## src/rtl/fir_gain_ctrl.sv

```systemverilog
// Automatic gain controller for the FIR->DAC path: snoops accepted FIR output samples,
// tracks peak |sample| per window and steps the FIR wrapper's output shift up or down.
module fir_gain_ctrl #(
    parameter int DATA_W       = 32,
    parameter int SCALER       = 12,
    parameter int WINDOW_LEN   = 1024,
    parameter int SETTLE_LEN   = 128,
    parameter int HOLD_WINDOWS = 4,
    parameter int HI_THRESH    = 120,
    parameter int LO_THRESH    = 32,
    parameter int INIT_SHIFT   = 4
) (
    input  logic              s00_axis_aclk,
    input  logic              s00_axis_reset,
    input  logic              enable,
    input  logic [3:0]        manual_shift,
    input  logic              mon_tvalid,
    input  logic              mon_tready,
    input  logic [DATA_W-1:0] mon_tdata,
    output logic [3:0]        shift,
    output logic              shift_update,
    output logic              gain_limit,
    output logic [1:0]        ctrl_state
);

    typedef enum logic [1:0] {
        IDLE    = 2'd0,
        MEASURE = 2'd1,
        DECIDE  = 2'd2,
        SETTLE  = 2'd3
    } state_t;

    localparam int MAG_W   = DATA_W - 1;
    localparam int CNT_LEN = (WINDOW_LEN > SETTLE_LEN) ? WINDOW_LEN : SETTLE_LEN;
    localparam int CNT_W   = (CNT_LEN > 1) ? $clog2(CNT_LEN) : 1;
    localparam int QUIET_W = $clog2(HOLD_WINDOWS + 1);

    state_t             state, state_nx;
    logic [3:0]         shift_nx;
    logic               shift_update_nx;
    logic               gain_limit_nx;
    logic [MAG_W-1:0]   peak, peak_nx;
    logic [CNT_W-1:0]   sample_cnt, sample_cnt_nx;
    logic [QUIET_W-1:0] quiet_cnt, quiet_cnt_nx, quiet_inc;

    logic               accept;
    logic [DATA_W-1:0]  neg_data;
    logic [MAG_W-1:0]   mag;
    logic [MAG_W-1:0]   scaled;
    logic               too_loud;
    logic               too_quiet;

    assign accept   = mon_tvalid & mon_tready;
    assign neg_data = -mon_tdata;

    // Most negative input has no positive twin in MAG_W bits, so it saturates.
    always_comb begin
        if (!mon_tdata[DATA_W-1])
            mag = mon_tdata[MAG_W-1:0];
        else if (mon_tdata[MAG_W-1:0] == '0)
            mag = '1;
        else
            mag = neg_data[MAG_W-1:0];
    end

    assign scaled    = peak >> (SCALER + int'(shift));
    assign too_loud  = scaled > MAG_W'(HI_THRESH);
    assign too_quiet = scaled < MAG_W'(LO_THRESH);
    assign quiet_inc = (quiet_cnt == QUIET_W'(HOLD_WINDOWS)) ? quiet_cnt
                                                              : quiet_cnt + QUIET_W'(1);

    always_ff @(posedge s00_axis_aclk) begin
        if (s00_axis_reset)
            state <= IDLE;
        else
            state <= state_nx;
    end

    always_comb begin
        // NOTE: every output of this block gets a default first so no path infers a latch.
        state_nx        = state;
        shift_nx        = shift;
        shift_update_nx = 1'b0;
        gain_limit_nx   = gain_limit;
        peak_nx         = peak;
        sample_cnt_nx   = sample_cnt;
        quiet_cnt_nx    = quiet_cnt;

        if (!enable) begin
            state_nx      = IDLE;
            shift_nx      = manual_shift;
            peak_nx       = '0;
            sample_cnt_nx = '0;
            quiet_cnt_nx  = '0;
        end else begin
            unique case (state)
                IDLE: begin
                    shift_nx      = manual_shift;
                    peak_nx       = '0;
                    sample_cnt_nx = '0;
                    quiet_cnt_nx  = '0;
                    state_nx      = MEASURE;
                end
                MEASURE: begin
                    if (accept) begin
                        if (mag > peak)
                            peak_nx = mag;
                        if (sample_cnt == CNT_W'(WINDOW_LEN - 1))
                            state_nx = DECIDE;
                        else
                            sample_cnt_nx = sample_cnt + CNT_W'(1);
                    end
                end
                DECIDE: begin
                    peak_nx       = '0;
                    sample_cnt_nx = '0;
                    state_nx      = MEASURE;
                    if (too_loud) begin
                        quiet_cnt_nx = '0;
                        if (shift != 4'd15) begin
                            shift_nx        = shift + 4'd1;
                            shift_update_nx = 1'b1;
                            state_nx        = SETTLE;
                        end else begin
                            gain_limit_nx = 1'b1;
                        end
                    end else if (too_quiet) begin
                        quiet_cnt_nx = quiet_inc;
                        if (quiet_inc == QUIET_W'(HOLD_WINDOWS) && shift != 4'd0) begin
                            shift_nx        = shift - 4'd1;
                            shift_update_nx = 1'b1;
                            quiet_cnt_nx    = '0;
                            state_nx        = SETTLE;
                        end
                    end else begin
                        quiet_cnt_nx = '0;
                    end
                end
                SETTLE: begin
                    if (accept) begin
                        if (sample_cnt == CNT_W'(SETTLE_LEN - 1)) begin
                            sample_cnt_nx = '0;
                            state_nx      = MEASURE;
                        end else begin
                            sample_cnt_nx = sample_cnt + CNT_W'(1);
                        end
                    end
                end
                default: state_nx = IDLE;
            endcase
        end
    end

    always_ff @(posedge s00_axis_aclk) begin
        if (s00_axis_reset) begin
            shift        <= 4'(INIT_SHIFT);
            shift_update <= 1'b0;
            gain_limit   <= 1'b0;
            peak         <= '0;
            sample_cnt   <= '0;
            quiet_cnt    <= '0;
        end else begin
            shift        <= shift_nx;
            shift_update <= shift_update_nx;
            gain_limit   <= gain_limit_nx;
            peak         <= peak_nx;
            sample_cnt   <= sample_cnt_nx;
            quiet_cnt    <= quiet_cnt_nx;
        end
    end

    assign ctrl_state = state;

endmodule

```

## config.mk

```make
export PLATFORM = sky130hd
export DESIGN_NAME = fir_gain_ctrl
export DESIGN_NICKNAME = d
export VERILOG_FILES = /design/src/rtl/fir_gain_ctrl.sv
export SDC_FILE = /design/constraint.sdc
export NUM_CORES = 1
export LEC_CHECK = 0
export CAP_MARGIN = 20
export CORE_ASPECT_RATIO = 1.4
export CORE_MARGIN = 1
export CORE_UTILIZATION = 30
export CTS_CLUSTER_SIZE = 40
export DETAILED_ROUTE_END_ITERATION = 8
export DONT_BUFFER_PORTS = 1
export HOLD_SLACK_MARGIN = 0.02
export MAX_ROUTING_LAYER = met4
export PLACE_DENSITY = 0.52
export SYNTH_ARGS = -nofsm -noshare
export SYNTH_HDL_FRONTEND = slang
export SYNTH_SLANG_ARGS = --single-unit
export TNS_END_PERCENT = 5
```

## constraint.sdc

```tcl
create_clock -name s00_axis_aclk -period 4.5 [get_ports s00_axis_aclk]
set_input_delay 0.675 -clock s00_axis_aclk [delete_from_list [all_inputs] [get_ports s00_axis_aclk]]
set_output_delay 0.675 -clock s00_axis_aclk [all_outputs]
set_load 0.1 [all_outputs]
```

### After elaboration in Yosys (flattened, before gate mapping)

Cells that the tools add are included.

* register bits after elaboration: 52
* input port bits: 41
* output and inout port bits: 8

* add/subtract/negate cells: 6
* magnitude comparators: 3
* equality and inequality tests: 18
* shifts and indexed selects: 1
* muxes and demuxes: 34
* bitwise operators: 4
* reduce and logical (&&, ||, !) cells: 14

Operator list (number)
* 2-to-1 mux 31 bit: 4
* case mux 31 bit (2 select lines): 1
* 2-to-1 mux 10 bit: 4
* > comparator 31 bit: 1
* > comparator 31 x 7 -> 1 bit, second input constant: 1
* zero test 31 bit: 1
* less-than comparator 31 x 6 -> 1 bit, second input constant: 1
* negator 31 bit: 1
* right shift 31 x 5 -> 31 bit: 1
* case mux 10 bit (3 select lines): 1
* 2-to-1 mux 4 bit: 5
* 2-to-1 mux 2 bit: 8
* inequality test 4 bit, second input constant: 4
* 2-to-1 mux 3 bit: 4
* inequality test 2 bit, second input constant: 6
* AND reduction 4 bit: 3
* adder 10 x 1 -> 10 bit, second input constant: 1
* equality test 10 bit, second input constant: 1
* equality test 10 x 7 -> 1 bit, second input constant: 1
* case mux 2 bit (4 select lines): 1
* case mux 4 bit (2 select lines): 1
* equality test 3 bit, second input constant: 2
* case mux 3 bit (2 select lines): 1
* AND reduction 3 bit: 2
* other kinds (16): 24

### Depth between registers and ports, before layout

* word-level depth: 9
* depth in mapped cells: 19
* depth with buffers taken out: 17

### Worst setup path before layout

OpenSTA, ideal clock, no wires.

* path type: input to register
* from: in mon_tdata[1]
* to: reg peak[0]
* setup time: 0.074 ns
* arrival time: 4.802 ns
* data required time: 4.426 ns
* setup slack: -0.375 ns
* cell stages on the path: 18
* buffers on the path: 2
* cell sequence: or4_1 > or4_1 > clkbuf_1 > o31ai_2 > a21boi_2 > nand2_1 > xor2_1 > or2_2 > ha_1 > nand3_1 > nor2_1 > nand3_1 > or4_1 > nand4_1 > inv_1 > o31ai_1 > clkbuf_1 > mux2i_1

* cells in the longest elaborated chain, start to end: 6
* elaborated cells between the ends (all ways): 10

Ends and longest elaborated chain
* start: declaration: line 19 `input logic [DATA_W-1:0] mon_tdata,`
* negator 31 bit / zero test 31 bit (equally long branches): line 54, 60
* 2-to-1 mux 31 bit: line 60 `else if (mon_tdata[MAG_W-1:0] == '0)`
* 2-to-1 mux 31 bit (*): line 58 `if (!mon_tdata[DATA_W-1])`
* > comparator 31 bit / 2-to-1 mux 31 bit (equally long branches): line 106 `if (mag > peak)`
* inequality test 2 bit (no line) / 2-to-1 mux 31 bit (equally long branches)
* AND reduction 3 bit (no line) / case mux 31 bit (2 select lines) (equally long branches)
* end signal: assignment: line 166 `peak <= peak_nx;`
* end: declaration: line 42 `logic [MAG_W-1:0] peak, peak_nx;`

Every way passes the cells marked *; elsewhere a longest branch is shown, timed or not. The select of a mux whose other input is x is not followed.
A chain may end at the register's enable or synchronous reset.

### Worst setup path in the final report

* from: in mon_tdata[13]
* to: reg peak[27]

Same word-level chain as after synthesis.

==> results.md <==
- Via/cell ratio: 5.519
- Number of DRC markers in iteration 0: 219
- Worst Setup Start Kind: primary input
- Dpl cell area: 5420 sq um
- Synth cell types: 73
- Residual DRC: 0
- Vias in the first global route: 4943
- Total number of vias: 4901
- Layout Skew: 8.504 ps
- Overall power: about 1.1 mW
- CTS buffer count: 5
- Largest net degree at the start of global routing: 40
- Core Util, Final: 0.3496
- Synth Register Bits: 52
- First-pass GRT wire length: 23.69 mm
- Routed len/inst: 15.77 um
- Gr usage total: 0.1708
- Max VDD drop: 156.6 uV
- Outcome: finished clean
- GR peak layer: met2
- Reg clk slew, reported paths: 70 ps
- Clock root buffer: clkbuf_16
- PD cells: 202.3 nW/um^2
- R2r endpoint: shift[3]
- Register area share after synthesis: 0.2095
- Main flop type after synthesis: dfxtp_1
- Area delta synth->final: 13.75%
- Final hold vios: 0
- Antenna-violating nets left: 0
- Reg-to-reg startpoint: shift[2]
- Initial antenna violation count: 0
- Final Max Tran Viols: 0
- Placed instance count: 877
- Finished Cell Area: 5653 sq um
- Layout net count: 772
- N_diodes: 0
- GRT overflow: 0
- FF-to-FF setup slack: 480 ps
- Worst EP required: roughly 4700 ps
- Worst path cell trace: or4_1 > or3_4 > or3_1 > o21ai_1 > buf_4 > buf_4 > o21ai_0 > o21ai_0 > ha_1 > nand4_1 > nor2_1 > nand2_1 > or4_1 > nand4_1 > inv_1 > o31ai_4 > buf_6 > buf_12 > mux2i_1
- Clock Sinks: 52
- CP max stage cell: or4_1
- Hold Crit Class: primary input to flip-flop
- Pre-antenna DRT Iters: 5
- Critical path fanouts, max: 8
- Yosys top cell area share: 0.2095
- Met2 Use GR: 0.3091
- FILL cells: 1677
- Setup TNS: 0 ps
- Synth Instances: 668
- Static leakage: 2.214 nW
- Worst setup margin: 185.3 ps
- Critical path endpoint: peak[27]
- CTS tree: done
- Ports: roughly 50
- H-tree Lvls: 2
- Ys Warns: 0
- Global placement routability congestion: 0.8797
- Final WL: 14.00 mm
- Worst slew pin tran: 946.1 ps
- Die area: around 17000 sq um
- Worst r2r path cells: 15
- EDFF count, synth: 0
- Hold path cells: 1
- Starting Density: 0.3073
- Width of the chip: 110.8 um
- Fmax: 231.8 MHz
- GR Util met1: 0.1918
- Period minus WS final: about 4300 ps
- Clock buffer depth: 2
- Slowest stage delay, CP: 550 ps
- Worst skew pair latency: 300 ps
- Layout cells sized above 1: 0.1161
- Mapped Avg Cell Area: 7.440 sq um
- CP endpoint kind: flip-flop
- Leading area contributor after synthesis: dfxtp_1
- Core box area: 16170 sq um
- DP Wirelength: between 10 and 15 mm
- Chip height: around 150 um
- Port Buffers: 0
- Worst slew margin: 0.3684
- Synth Cell Area: 4970 sq um
- Crit path kind: primary input to flip-flop
- Final setup vio count: 0
- Mapped Nets: 752
- Dpl ws: -138.5 ps
- Hold_buf cts: 0
- Top cells by area, synth: dfxtp_1 (21%), ha_1 (11%), mux2i_1 (9.1%)
- FFs w/ async S/R, synth: 0
- Row cnt: 55
- Crit path launch: mon_tdata[13]
- Layout Cells excl Fill: 888
- Hold WS: 429.4 ps
- Max-Cap Viols: 0
- Arr. time, crit path: 4530 ps
- Final Cycle Share: 0.9588
- GR Util met3: 0.02273
## placed cells by master (no fill, tap or decap), types with 5 or more instances in the layout
cell type,n
nand2_1,112
o21ai_0,55
dfxtp_1,50
inv_1,46
mux2i_1,45
nor2_1,44
ha_1,42
buf_4,37
a21oi_1,31
nand3_1,18
nand4_1,16
nor3_1,12
xor2_1,10
nand2b_1,8
o21ai_1,8
a21o_1,8
or3_1,7
nor4_1,7
o211ai_1,7
or4_1,6
a31oi_1,6
clkbuf_16,6
or2_2,5
nor2b_1,5
and3_1,5
## layout make-up
type / instances / area (sq um) / area share
multi-input combinational: 539 / 3674 / 0.6498
sequential: 52 / 1044 / 0.1846
timing repair buffer: 42 / 356.6 / 0.06308
tap: 199 / 249.0 / 0.04405
inverter: 48 / 180.2 / 0.03187
clock buffer: 7 / 142.6 / 0.02523
clock inverter: 1 / 7.507 / 0.001328
## worst min path at each step
stage | startpoint | end | slack, ps
2_1_floorplan | peak[3] | peak[3] | 440
3_3_place_gp | peak[5] | peak[5] | 440
3_5_place_dp | peak[5] | peak[5] | 460
4_1_cts | s00_axis_reset | shift[1] | 430
5_1_grt | s00_axis_reset | shift[1] | 420
6_report | s00_axis_reset | shift[1] | 430
## critical path, delay by kind of cell
kind | cells | cell delay [ps]
AND/OR/NAND/NOR | 8 | 2260
buffers and inverters | 5 | 650
AO/OA/AOI/OAI | 4 | 510
adder cells (fa/ha/maj) | 1 | 220
multiplexers | 1 | 200
## power by group
group          leakage (nW)  switching [mW]  internal (mW)
Sequential            0.421          0.0137          0.464
Clock                0.0701           0.173          0.222
Combinational          1.72           0.160          0.111
## state kept, by name, summed over array words and instances (netlist names)
register / cells
peak: 31
sample_cnt: 10
shift: 4
quiet_cnt: 3
ctrl_state: 2
gain_limit: 1
shift_update: 1
## layer usage
| layer | part of all wire | routed length, um |
|---|---|---|
| met2 | 0.51 | 7207 |
| met1 | 0.42 | 5897 |
| met5 | 0 | 0 |
| met3 | 0.041 | 574 |
| met4 | 0.023 | 320 |
## logic make-up after synthesis
group           share of synthesized area
compound gates                     0.2130
simple gates                       0.2550
xor+xnor                          0.02467
flops                              0.2095
fa+ha+maj                          0.1098
mux                                0.1224
buf+inv                           0.06571
## what timing repair did
action,4_1_cts,5_1_grt
resized for setup,0,10
buffers inserted,0,2
endpoints found under the setup margin,0,31
## Yosys cell counts (10+ instances only)
cell / instances
a21oi_1: 31
clkbuf_1: 17
dfxtp_1: 52
ha_1: 42
inv_1: 46
mux2i_1: 45
nand2_1: 112
nand3_1: 18
nand4_1: 16
nor2_1: 45
nor3_1: 13
o21ai_0: 57
xor2_1: 10
(Power assumes the default switching activity.)
